`src/rtl/output_wr_arbiter_pkg.sv`:
```
// Shared types and constants for the output-cache write arbiter.
// Latency: n/a (declarations only).
// Backpressure: n/a.
package output_wr_arbiter_pkg;

  // One burst in flight: grant, address phase, data phase, response wait.
  typedef enum logic [1:0] {
    ST_IDLE = 2'd0,
    ST_ADDR = 2'd1,
    ST_DATA = 2'd2,
    ST_RESP = 2'd3
  } state_e;

  localparam int NREQ_DEFAULT   = 4;
  localparam int MAXLEN_DEFAULT = 31;

  // Every beat is a full 64-bit word on an incrementing burst.
  localparam logic [2:0] AWSIZE  = 3'd3;
  localparam logic [1:0] AWBURST = 2'b01;

  // Burst length (minus one) limited to what the downstream side accepts.
  function automatic logic [7:0] clamp_len(input logic [7:0] len, input int maxlen);
    return (int'(len) > maxlen) ? 8'(maxlen) : len;
  endfunction

endpackage

```
`src/rtl/output_wr_arbiter_rr_pick.sv`:
```
// Round-robin pick: first asserted request at or after ptr_i, wrapping.
// Latency: purely combinational.
// Backpressure: none; result is valid whenever any request is high.
module rr_pick
  import output_wr_arbiter_pkg::*;
#(
  parameter int NREQ = NREQ_DEFAULT,
  parameter int IW   = 2
) (
  input  logic [NREQ-1:0] req_i,
  input  logic [IW-1:0]   ptr_i,
  output logic            vld_o,
  output logic [IW-1:0]   idx_o
);

  logic [IW:0] pos;

  // Scan from the farthest offset down so the nearest request to ptr_i wins.
  always_comb begin
    vld_o = 1'b0;
    idx_o = '0;
    pos   = '0;
    for (int k = NREQ - 1; k >= 0; k--) begin
      pos = {1'b0, ptr_i} + (IW + 1)'(k);
      if (pos >= (IW + 1)'(NREQ)) pos = pos - (IW + 1)'(NREQ);
      if (req_i[pos[IW-1:0]]) begin
        vld_o = 1'b1;
        idx_o = pos[IW-1:0];
      end
    end
  end

endmodule

```
`src/rtl/output_wr_arbiter.sv`:
```
// Arbitrates NREQ output-cache write requesters onto one AXI write master, one burst at a time.
// Latency: AW valid 1 cycle after request seen in Idle; data muxed combinationally; Resp->Idle in 1 cycle.
// Backpressure: m_awready stalls Addr, m_wready stalls beats (wack follows it), m_bvalid gates next grant.
module output_wr_arbiter
  import output_wr_arbiter_pkg::*;
#(
  parameter int NREQ   = NREQ_DEFAULT,
  parameter int MAXLEN = MAXLEN_DEFAULT,
  localparam int IW    = (NREQ > 1) ? $clog2(NREQ) : 1
) (
  input  logic                  clk,
  input  logic                  xrst,
  input  logic [NREQ-1:0]       wreq,
  input  logic [NREQ-1:0][31:0] wadr,
  input  logic [NREQ-1:0][7:0]  wlen,
  input  logic [NREQ-1:0][63:0] wdata,
  input  logic [NREQ-1:0][7:0]  wstb,
  output logic [NREQ-1:0]       wack,
  output logic                  m_awvalid,
  input  logic                  m_awready,
  output logic [31:0]           m_awaddr,
  output logic [7:0]            m_awlen,
  output logic                  m_wvalid,
  input  logic                  m_wready,
  output logic [63:0]           m_wdata,
  output logic [7:0]            m_wstrb,
  output logic                  m_wlast,
  input  logic                  m_bvalid,
  output logic                  m_bready,
  output logic                  busy,
  output logic [IW-1:0]         gnt
);

  state_e        state_q, state_d;
  logic [IW-1:0] gnt_q, gnt_d;
  logic [IW-1:0] rr_ptr_q, rr_ptr_d;
  logic [7:0]    cnt_q, cnt_d;
  logic [31:0]   awaddr_q, awaddr_d;
  logic [7:0]    awlen_q, awlen_d;
  logic          pick_vld;
  logic [IW-1:0] pick_idx;
  logic          last_beat;
  logic [IW-1:0] gnt_next;

  rr_pick #(.NREQ(NREQ), .IW(IW)) u_rr_pick (
    .req_i (wreq),
    .ptr_i (rr_ptr_q),
    .vld_o (pick_vld),
    .idx_o (pick_idx)
  );

  assign last_beat = (cnt_q == awlen_q);
  assign gnt_next  = (gnt_q == IW'(NREQ - 1)) ? '0 : gnt_q + IW'(1);

  // Data path follows the latched grant; only the Data state qualifies it.
  assign m_wdata  = wdata[gnt_q];
  assign m_wstrb  = wstb[gnt_q];
  assign m_awaddr = awaddr_q;
  assign m_awlen  = awlen_q;
  assign gnt      = gnt_q;
  assign busy     = (state_q != ST_IDLE);

  // Next-state and handshake outputs; wreq only matters in Idle.
  always_comb begin
    state_d   = state_q;
    gnt_d     = gnt_q;
    rr_ptr_d  = rr_ptr_q;
    cnt_d     = cnt_q;
    awaddr_d  = awaddr_q;
    awlen_d   = awlen_q;
    m_awvalid = 1'b0;
    m_wvalid  = 1'b0;
    m_wlast   = 1'b0;
    m_bready  = 1'b0;
    wack      = '0;
    case (state_q)
      ST_IDLE: begin
        if (pick_vld) begin
          gnt_d    = pick_idx;
          awaddr_d = wadr[pick_idx];
          awlen_d  = clamp_len(wlen[pick_idx], MAXLEN);
          state_d  = ST_ADDR;
        end
      end
      ST_ADDR: begin
        m_awvalid = 1'b1;
        if (m_awready) state_d = ST_DATA;
      end
      ST_DATA: begin
        m_wvalid    = 1'b1;
        m_wlast     = last_beat;
        wack[gnt_q] = m_wready;
        if (m_wready) begin
          if (last_beat) begin
            cnt_d   = '0;
            state_d = ST_RESP;
          end else begin
            cnt_d = cnt_q + 8'd1;
          end
        end
      end
      ST_RESP: begin
        m_bready = 1'b1;
        if (m_bvalid) begin
          rr_ptr_d = gnt_next;
          state_d  = ST_IDLE;
        end
      end
      default: state_d = ST_IDLE;
    endcase
  end

  // State registers; reset drops any burst in flight without completion.
  always_ff @(posedge clk or negedge xrst) begin
    if (!xrst) begin
      state_q  <= ST_IDLE;
      gnt_q    <= '0;
      rr_ptr_q <= '0;
      cnt_q    <= '0;
      awaddr_q <= '0;
      awlen_q  <= '0;
    end else begin
      state_q  <= state_d;
      gnt_q    <= gnt_d;
      rr_ptr_q <= rr_ptr_d;
      cnt_q    <= cnt_d;
      awaddr_q <= awaddr_d;
      awlen_q  <= awlen_d;
    end
  end

endmodule

```
`config.mk`:
```
export PLATFORM = sky130hd
export DESIGN_NAME = output_wr_arbiter
export DESIGN_NICKNAME = d
export VERILOG_FILES = /design/src/rtl/output_wr_arbiter_pkg.sv /design/src/rtl/output_wr_arbiter_rr_pick.sv /design/src/rtl/output_wr_arbiter.sv
export SDC_FILE = /design/constraint.sdc
export NUM_CORES = 1
export LEC_CHECK = 0
export BUFFER_PORTS_ARGS = -buffer_cell sky130_fd_sc_hd__buf_2
export CAP_MARGIN = 20
export CORE_AREA = 8 8 221 223
export DETAILED_ROUTE_END_ITERATION = 8
export DIE_AREA = 0 0 229 231
export HOLD_SLACK_MARGIN = 0.08
export SLEW_MARGIN = 5
export SYNTH_ARGS = -nofsm -noshare
export SYNTH_HDL_FRONTEND = slang
export SYNTH_SLANG_ARGS = --single-unit
export TNS_END_PERCENT = 10
```
`constraint.sdc`:
```
create_clock -name clk -period 2.4 [get_ports clk]
set_clock_uncertainty 0.05 [all_clocks]
set_input_delay 0.12 -clock clk [delete_from_list [all_inputs] [get_ports clk]]
set_output_delay 0.12 -clock clk [all_outputs]
set_load 0.05 [all_outputs]
```
==> results.ini <==
[finish]
ff_latch_area_um2 = 1360
drive_gt1_frac = 0.685
fill_cells = 4992
final_cell_mix = buf_2, mux4_2, dfrtp_1
final_util = 0.214
layout_commonest_cell = buf_2
layout.nets = 1515
multi_input_area_um2 = 3950
syn_to_final_growth_pct = 74.7

[sta]
setup_ws_ps = 138
fin_setup_tns_ps = 0
finalCriticalPeriod_ps = 2260
slew_headroom = 0.517
fmax_mhz = 442
timing.final.crit_share = 0.943
rsz0062_at_grt = false
slew_viol_final = 0
setup_viol = 0
hold_viol = 0
max_slew.worst_pin.slew_ps = 718

[setup_path]
cpPeakStageDelay_ps = 440
crit_start = rr_ptr_q[1]
worst_path_max_delay_cell = dfrtp_1
cp_num_buf_inv = 1
cp.required_ps = 2550
crit_cells = 6
cp.arrival_ps = 2410
cp-end-kind = flop
crit_type = reg -> reg
crit_end = m_awaddr[3]
crit_chain = mux2i_2 > nor2_4 > nor3_2 > buf_4 > mux2_1 > a221o_1
r2r_end = m_awaddr[3]
reg2reg_slack_ps = 140
start_kind = flop
timing.rr.start = rr_ptr_q[1]
crit_fanout = 13
cpLargestDelayFamily = multiplexers
r2r_cells = 6

[die]
dieWidth_um = 229
die_h_um = 231
io_pins = 580
die-area_um2 = 52900
num_rows = 78
core_area_um2 = 45100
start_util = 0.123

[synthesis]
syn_area_per_cell_um2 = 11.7
synth_nets = 938
yosysWarnings = 0
ys_ff_latch = 54
synth_cell_types = 43
synthCells = 472
synth_edf_count = 0
netlist_area_um2 = 5530
ys_seq_area_frac = 0.244
synthFlopType = dfrtp_1
synthArstFlopShare = 1.00

[global_routing]
grt_max_degree = 43
antenna_found_initial = 41
grt_pass1_vias = 7990
grt_overflow_total = 0
grt_pass1_wl_mm = 65.4
track_usage = 0.174

[run_status]
status = finished, final reports clean

[placement]
port_buffers = 579
pre_cts_ws_ps = -105
hpwl_mm = 43.2
gp_congestion = 0.977

[drt]
first_pass_iters = 5
routedWlPerCell_um = 29.5
drc = 0
vias = 7513
detail-route-antenna-nets = 0
via_per_inst = 4.53
drt-total-wl_mm = 49.0
drt_iter0_markers = 545

[pwr]
p_leak_nw = 4.64
p_total_mw = 12.4
powerDensity_nw_per_um2 = 1280
ir_drop_mv = 0.679

[min_path]
hp-class = in -> reg

[clock_tree]
htree_levels = 2
max-clock-path-buffers = 2
path_clk_slew_ps = 90
clock_latency_ps = 320
cts.sinks = 54
cts_buffers = 5
cts-root-buf = clkbuf_16
cts_tree = yes

[run]
cap_violations = 0

## registers in the layout, indices dropped and copies added (netlist names)
name	flops
m_awlen	8
rr_ptr_q	2
state_q	2
m_awaddr	32
cnt_q	8
gnt	2
## worst reg2reg max path, cell delays in order, from the launching register on
cell and delay [ps]:
dfrtp_1 440, mux2i_2 310, nor2_4 70, nor3_2 270, buf_4 300, mux2_1 360, a221o_1 330
## power by group
part	switching, mW	leakage [nW]	internal [mW]
clock	0.453	0.0760	0.402
sequential	0.486	0.673	1.32
combinational	6.45	3.89	3.30
total	7.38	4.64	5.01
## final cells by class
type | instances | area share
antenna | 8 | 0.00207
clock buffer | 5 | 0.0129
clock inverter | 3 | 0.00298
inverter | 8 | 0.00311
multi-input combinational | 356 | 0.409
sequential | 54 | 0.141
tap | 600 | 0.0777
timing repair buffer | 624 | 0.352
## synth_stat cells (2+ instances only)
cell type | number | area, µm²
mux4_2 | 72 | 1620
dfrtp_1 | 54 | 1350
a221o_1 | 36 | 360
nand4_1 | 34 | 213
o31ai_1 | 34 | 255
clkbuf_1 | 32 | 120
mux2_1 | 24 | 270
a21boi_0 | 19 | 143
a21boi_1 | 13 | 97.6
nor2_1 | 12 | 45.0
buf_2 | 11 | 55.1
mux2_4 | 10 | 150
and3_1 | 9 | 56.3
ha_1 | 9 | 113
nand2_1 | 9 | 33.8
buf_1 | 8 | 30.0
inv_1 | 8 | 30.0
xor2_1 | 8 | 70.1
mux2i_1 | 6 | 60.1
and2_1 | 5 | 31.3
nor2b_1 | 5 | 31.3
nor3_1 | 5 | 25.0
nor4_1 | 5 | 31.3
a22o_1 | 4 | 35.0
o21ai_1 | 4 | 20.0
o221a_2 | 4 | 45.0
buf_6 | 3 | 33.8
mux2_2 | 3 | 33.8
nand2b_1 | 3 | 18.8
nor2_2 | 3 | 18.8
o21ai_0 | 3 | 15.0
a21o_1 | 2 | 15.0
a21oi_1 | 2 | 10.0
nand3_1 | 2 | 10.0
or2_1 | 2 | 12.5
or3_1 | 2 | 12.5
## repair_timing
item / 4_1_cts / 5_1_grt
hold buffers: 14 / 0
setup endpoints to repair: 2 / 32
endpoints found under the hold margin: 64 / 0
gates resized for setup: 2 / 5
buffers inserted: 0 / 1
## cell families (layout without fill, tap and decap cells)
family | Yosys count | in the layout | share of synthesized area
compound gates | 128 | 128 | 0.191
simple gates | 96 | 96 | 0.0975
fa+ha+maj | 9 | 9 | 0.0204
mux | 115 | 115 | 0.386
other cells | 0 | 8 | 0
xor+xnor | 8 | 8 | 0.0127
flops | 54 | 54 | 0.244
buf+inv | 62 | 640 | 0.0486
## metal layers
metal,track usage,wire [µm],vias to the layer above
met5,0,56,-
met4,0.0357,1140,10
met3,0.0526,4300,80
met2,0.307,23900,538
met1,0.207,19600,3737
li1,-,-,3148
## metrics by stage
step / hold slack, ps / instances / cell area, µm²
5_1_grt: 91.9 / 1653 / 9650
3_5_place_dp: 10.3 / 1627 / 9320
4_1_cts: 80.1 / 1649 / 9620
6_report: 99.4 / 1658 / 9670
3_3_place_gp: 3.48 / 1627 / 9320
2_1_floorplan: -226 / 472 / 5530
## worst min-delay path by stage
| stage | slack [ps] | end | cells past startpoint | start |
|---|---|---|---|---|
| after floorplan | -230 | cnt_q[0] | 0 | xrst |
| final | 100 | m_awaddr[7] | 3 | wadr[39] |
| after detailed placement | 10 | m_awaddr[20] | 1 | xrst |
| after CTS | 80 | m_awaddr[29] | 3 | wadr[61] |
| after global routing | 90 | m_awaddr[24] | 3 | wadr[56] |
| after global placement | 3 | m_awaddr[20] | 1 | xrst |
Note: power is estimated with default switching activity, not from simulation.
